## config.mk

```make
export PLATFORM = sky130hd
export DESIGN_NAME = load_store_unit
export DESIGN_NICKNAME = d
export VERILOG_FILES = /design/src/rtl/load_store_unit_pkg.sv /design/src/rtl/load_store_unit.sv
export SDC_FILE = /design/constraint.sdc
export NUM_CORES = 1
export LEC_CHECK = 0
export BUFFER_PORTS_ARGS = -buffer_cell sky130_fd_sc_hd__buf_2
export CAP_MARGIN = 10
export CORE_ASPECT_RATIO = 0.7
export CORE_MARGIN = 2
export CORE_UTILIZATION = 32
export DETAILED_ROUTE_END_ITERATION = 6
export SLEW_MARGIN = 20
export SYNTH_ARGS = -nofsm -noshare
export SYNTH_HDL_FRONTEND = slang
export SYNTH_SLANG_ARGS = --single-unit
```

## constraint.sdc

```tcl
create_clock -name clk -period 1.7 [get_ports clk]
set_clock_uncertainty 0.05 [all_clocks]
set_input_delay 0.17 -clock clk [delete_from_list [all_inputs] [get_ports clk]]
set_output_delay 0.17 -clock clk [all_outputs]
set_load 0.005 [all_outputs]
```

## src/rtl/load_store_unit_pkg.sv

```systemverilog
// load_store_unit_pkg
// Shared definitions for the load/store unit: the 2-bit load control codes
// emitted by the opcode decoder and the unit's state encoding.
package load_store_unit_pkg;

    // Load control codes. Bit 1 set means a memory access; bit 0 then
    // selects load (1) versus store (0).
    localparam logic [1:0] LD_NONE  = 2'b00;
    localparam logic [1:0] LD_ALU   = 2'b01;
    localparam logic [1:0] LD_STORE = 2'b10;
    localparam logic [1:0] LD_LOAD  = 2'b11;

    typedef enum logic [1:0] {
        S_IDLE   = 2'd0,
        S_ACCESS = 2'd1,
        S_WB     = 2'd2
    } lsu_state_t;

endpackage

```

## src/rtl/load_store_unit.sv

```systemverilog
// load_store_unit
// Executes the decoder's load control code between EX and the register-file
// write port: either passes the ALU result through to writeback, or performs
// a word-aligned data-memory read/write over a req/ack handshake. The
// upstream pipeline is stalled (in_ready low) while an operation is in flight.
//
// Ports:
//   clk, rst          clock, synchronous active-high reset
//   in_valid/in_ready upstream handshake; in_ready is high only in IDLE
//   load_code         00 none, 01 ALU writeback, 10 store, 11 load
//   addr, store_data, alu_result, rd_in   operation operands
//   mem_req/mem_we/mem_addr/mem_wdata     memory request, held until ack
//   mem_ack/mem_rdata memory completion strobe and read data
//   wb_valid/wb_rd/wb_data                one-cycle writeback
//   misalign          one-cycle pulse for a load/store with addr[1:0] != 0
//   timeout           one-cycle pulse when an access is abandoned
//                     (present only when LSU_TIMEOUT_EN is defined)
//
// Optional feature: define LSU_TIMEOUT_EN to abort an access after TIMEOUT
// cycles in ACCESS without mem_ack. Without it, ACCESS waits indefinitely.
module load_store_unit
    import load_store_unit_pkg::*;
#(
    parameter int ADDR_W  = 32,
    parameter int DATA_W  = 32,
    parameter int TIMEOUT = 15
) (
    input  logic              clk,
    input  logic              rst,
    input  logic              in_valid,
    output logic              in_ready,
    input  logic [1:0]        load_code,
    input  logic [ADDR_W-1:0] addr,
    input  logic [DATA_W-1:0] store_data,
    input  logic [DATA_W-1:0] alu_result,
    input  logic [4:0]        rd_in,
    output logic              mem_req,
    output logic              mem_we,
    output logic [ADDR_W-1:0] mem_addr,
    output logic [DATA_W-1:0] mem_wdata,
    input  logic              mem_ack,
    input  logic [DATA_W-1:0] mem_rdata,
    output logic              wb_valid,
    output logic [4:0]        wb_rd,
    output logic [DATA_W-1:0] wb_data,
    output logic              misalign
`ifdef LSU_TIMEOUT_EN
    ,
    output logic              timeout
`endif
);

    lsu_state_t state, state_next;

    logic              accept;
    logic              is_mem_op;
    logic              aligned;
    logic              is_store_q;
    logic [ADDR_W-3:0] word_addr_q;
    logic [DATA_W-1:0] wdata_q;
    logic [DATA_W-1:0] data_q;
    logic [4:0]        rd_q;
    logic              misalign_q;

    assign accept    = in_valid && (state == S_IDLE);
    assign is_mem_op = load_code[1];
    assign aligned   = (addr[1:0] == 2'b00);

`ifdef LSU_TIMEOUT_EN
    localparam int CNT_W = $clog2(TIMEOUT + 1);

    logic [CNT_W-1:0] wait_cnt;
    logic             timeout_hit;
    logic             timeout_q;

    // The counter holds the number of ACCESS cycles already spent without an
    // ack, so reaching TIMEOUT-1 means this is the last cycle we will wait.
    assign timeout_hit = (state == S_ACCESS) && !mem_ack &&
                         (wait_cnt == CNT_W'(TIMEOUT - 1));

    // Counter is held at zero outside ACCESS so it starts fresh on every entry.
    always_ff @(posedge clk) begin
        if (rst) begin
            wait_cnt  <= '0;
            timeout_q <= 1'b0;
        end else begin
            timeout_q <= timeout_hit;
            if (state != S_ACCESS || timeout_hit) begin
                wait_cnt <= '0;
            end else begin
                wait_cnt <= wait_cnt + 1'b1;
            end
        end
    end

    assign timeout = timeout_q;
`endif

    // State register.
    always_ff @(posedge clk) begin
        if (rst) begin
            state <= S_IDLE;
        end else begin
            state <= state_next;
        end
    end

    // Next-state logic. Misaligned memory ops and code 00 are consumed in
    // IDLE without leaving it; a store completes straight back to IDLE.
    always_comb begin
        state_next = state;
        case (state)
            S_IDLE: begin
                if (accept) begin
                    if (load_code == LD_ALU) begin
                        state_next = S_WB;
                    end else if (is_mem_op && aligned) begin
                        state_next = S_ACCESS;
                    end
                end
            end
            S_ACCESS: begin
                if (mem_ack) begin
                    state_next = is_store_q ? S_IDLE : S_WB;
                end
`ifdef LSU_TIMEOUT_EN
                else if (timeout_hit) begin
                    state_next = S_IDLE;
                end
`endif
            end
            S_WB: begin
                state_next = S_IDLE;
            end
            default: begin
                state_next = S_IDLE;
            end
        endcase
    end

    // Operand capture on accept. data_q first takes the ALU result and is
    // overwritten with read data when a load completes, so WB has one source.
    always_ff @(posedge clk) begin
        if (rst) begin
            is_store_q  <= 1'b0;
            word_addr_q <= '0;
            wdata_q     <= '0;
            data_q      <= '0;
            rd_q        <= '0;
            misalign_q  <= 1'b0;
        end else begin
            misalign_q <= accept && is_mem_op && !aligned;
            if (accept) begin
                is_store_q  <= (load_code == LD_STORE);
                word_addr_q <= addr[ADDR_W-1:2];
                wdata_q     <= store_data;
                data_q      <= alu_result;
                rd_q        <= rd_in;
            end else if (state == S_ACCESS && mem_ack && !is_store_q) begin
                data_q <= mem_rdata;
            end
        end
    end

    // Outputs are decoded from state; the memory and writeback buses read as
    // zero whenever their strobe is low.
    always_comb begin
        in_ready  = (state == S_IDLE);
        mem_req   = 1'b0;
        mem_we    = 1'b0;
        mem_addr  = '0;
        mem_wdata = '0;
        wb_valid  = 1'b0;
        wb_rd     = '0;
        wb_data   = '0;
        misalign  = misalign_q;
        if (state == S_ACCESS) begin
            mem_req   = 1'b1;
            mem_we    = is_store_q;
            mem_addr  = {word_addr_q, 2'b00};
            mem_wdata = wdata_q;
        end
        if (state == S_WB) begin
            wb_valid = 1'b1;
            wb_rd    = rd_q;
            wb_data  = data_q;
        end
    end

endmodule

```

==> impl_metrics.toml <==
[status]
outcome = "complete, but fails checks"
violations = "negative setup slack"

[detailed_routing]
drc_errors = 0
drt_iter0_drc = 281
first_pass_iters = 5
wl_mm = 15.25
wl_per_cell_microns = 14.62
vias = 4905
vias_per_cell = 4.703
ant_nets = 0

[clocking]
cts.path.max_buffers = 2
cts_root_buf = "clkbuf_16"
numCtsBuffers = 9
path_clk_slew_ns = 0.07
htreeDepth = 3
clock_latency_ns = 0.33
cts_tree = "done"
cts.sinks = 103

[synthesis]
syn_area_sq_um = 4691
seq_area_frac_synth = 0.4396
syn_avg_cell_area_sq_um = 7.652
ys_ff_latch = 103
yosysUniqueCellTypes = 29
synth_cells = 613
ys_warn_count = 0

[finish]
fin_cells = 1043
postLayoutCellArea_sq_um = 7007
antenna_cells = 0
syn2layout_area_growth_pct = 49.37
final_common_cell = "buf_2"
nets = 987
drive_gt1_frac = 0.3916
final_util = 0.4970
layout_common_cells = "buf_2 (218), nand2_1 (200), dfxtp_1 (101)"

[global_route]
track_usage = 0.1782
grt_pass1_vias = 4472
grt.overflow.total = 0
grt_antenna_before_repair = 0
grt_max_degree = 54
grt_pass1_wl_mm = 22.70

[floorplanning]
placementRows = 36
die_area_sq_um = 15660
io_pins = 245
die_y_microns = 105.3
die_x_microns = 148.7
start_util = 0.3327
fp.coreArea_sq_um = 14100

[critical_path]
critical_path.max_stage_delay_ns = 0.36
crit_fanout = 10
worst-setup-path-type = "flip-flop to primary output"
path_common_cell = "buf_12"
crit_chain = "buf_12 -> nor2b_4 -> buf_12 -> clkbuf_16 -> and2_1 -> buf_2"
endpoint_kind = "primary output"
cp_slowest_cell = "dfxtp_4"
arrival_ns = 1.51
crit_path_start_kind = "flip-flop"
critical_path_required_ns = 1.48

[timing]
maxSlewViolCount = 0
setup_tns_ns = -0.3217
layout_min_cycle_time_ns = 1.731
hold_viol = 0
relSlewSlack = 0.6136
timing.final.ws_setup_ns = -0.03131
post-route-period-util = 1.018
max_freq_mhz = 577.6
rsz0062_at_grt = "yes"
worstMarginPinSlew_ns = 0.5797
finalSetupViolations = 27

[placed_design]
dpl.hpwl_mm = 9.715
place.gp.congestion = 0.8217
port_buffers = 242
placedCellCount = 1009
place_area_sq_um = 6157

[hold_path]
hold_class = "input pin to flip-flop"

[pwr]
totalPowerFinal_w = 0.005490
p_sw_w = 0.001435
p_clk_frac = 0.353
seqPwrFrac = 0.486
powerDensity_nw_per_um2 = 783.6
pwr-share-comb = 0.161
power.leakage_nw = 3.293
ir_drop_mv = 0.4647
switching_share = 0.2614
p_int_w = 0.004055

[job]
drv_cap = 0
kinds of logic (layout without fill, tap and decap cells):
family / Yosys count / count (layout) / synth area share
simple gates: 346 / 346 / 0.3492
compound gates: 103 / 103 / 0.1403
flops: 103 / 103 / 0.4396
buf+inv: 58 / 297 / 0.06562
mux: 2 / 2 / 0.004534
other cells: 1 / 2 / 0.0007994
cells in the mapped netlist:
cell / instances / area [sq um]
nand2_1: 200 / 750.7
dfxtp_1: 103 / 2062
and2_1: 100 / 625.6
a21oi_1: 68 / 340.3
nor3_1: 32 / 160.2
a311oi_1: 30 / 262.8
clkbuf_1: 25 / 93.84
buf_2: 21 / 105.1
buf_6: 6 / 67.56
buf_4: 5 / 37.54
nor2_1: 4 / 15.01
a311oi_2: 2 / 30.03
a221oi_1: 1 / 8.760
conb_1: 1 / 3.750
inv_1: 1 / 3.750
mux2_2: 1 / 11.26
mux2i_1: 1 / 10.01
nand2b_1: 1 / 6.260
nand3b_1: 1 / 7.510
nor2b_1: 1 / 6.260
nor3b_1: 1 / 7.510
nor3b_4: 1 / 18.77
nor4b_1: 1 / 8.760
nor4bb_1: 1 / 10.01
o2111a_1: 1 / 11.26
o21ai_0: 1 / 5.000
or2_0: 1 / 6.260
or2_2: 1 / 6.260
or3b_2: 1 / 8.760
sequential cells by signal, summed over array words and instances, names as in the netlist:
signal / cells
state: 2
is_store_q: 1
data_q: 32
rd_q: 5
word_addr_q: 30
misalign: 1
wdata_q: 32
power by group through the flow:
stage                     sequential, W  clock [W]  combinational, W
after floorplan                 0.00270          0          0.000477
after global placement          0.00272          0          0.000791
after detailed placement        0.00272          0          0.000793
after CTS                       0.00266    0.00201          0.000825
after global routing            0.00269    0.00212          0.000979
final                           0.00267    0.00194          0.000883
final cells by class:
cell class,instances,area (sq um)
Clock buffer,12,246.5
Clock inverter,4,31.28
Fill cell,1400,7092
Inverter,1,3.754
Multi-Input combinational cell,453,2469
Sequential cell,103,2069
Tap cell,190,237.7
Timing Repair Buffer,280,1949
critical path, delay by kind of cell, from the launching register on:
| family | cells | cell delay (ns) |
|---|---|---|
| buffers and inverters | 4 | 0.55 |
| flip-flops | 1 | 0.36 |
| AND/OR/NAND/NOR | 2 | 0.27 |
worst paths after layout:
path                                 startpoint         endpoint  slack [ns]  depth (start not counted)
worst min register to register  word_addr_q[21]  word_addr_q[21]        0.40                          2
worst min-delay path                    addr[3]   word_addr_q[1]        0.01                          3
worst max-delay path                   state[1]      wb_data[13]       -0.03                          6
worst max register to register         state[0]        data_q[6]        0.05                          6
timing repair:
item | CTS | global route
buffers inserted | 3 | 2
gates cloned | 2 | 5
hold endpoints to repair | 5 | 1
pin swaps | 2 | 23
endpoints found under the setup margin | 96 | 117
gates resized for setup | 7 | 62
hold buffers | 5 | 1
per-layer routing:
layer | vias to the layer above | GRT usage | share of wire
li1 | 2484 | - | -
met1 | 2257 | 0.2421 | 0.48
met2 | 147 | 0.2794 | 0.44
met3 | 17 | 0.04805 | 0.066
met4 | 0 | 0.04830 | 0.014
met5 | - | 0 | 0
per-stage QoR:
step,setup slack [ns],hold WS [ns]
after detailed placement,0.02207,0.3646
after global placement,0.09444,0.3625
after global routing,-0.08363,0.01006
after floorplan,0.1462,0.2560
final,-0.03131,0.01462
after CTS,-0.03694,0.00006259
(Power assumes the default switching activity.)
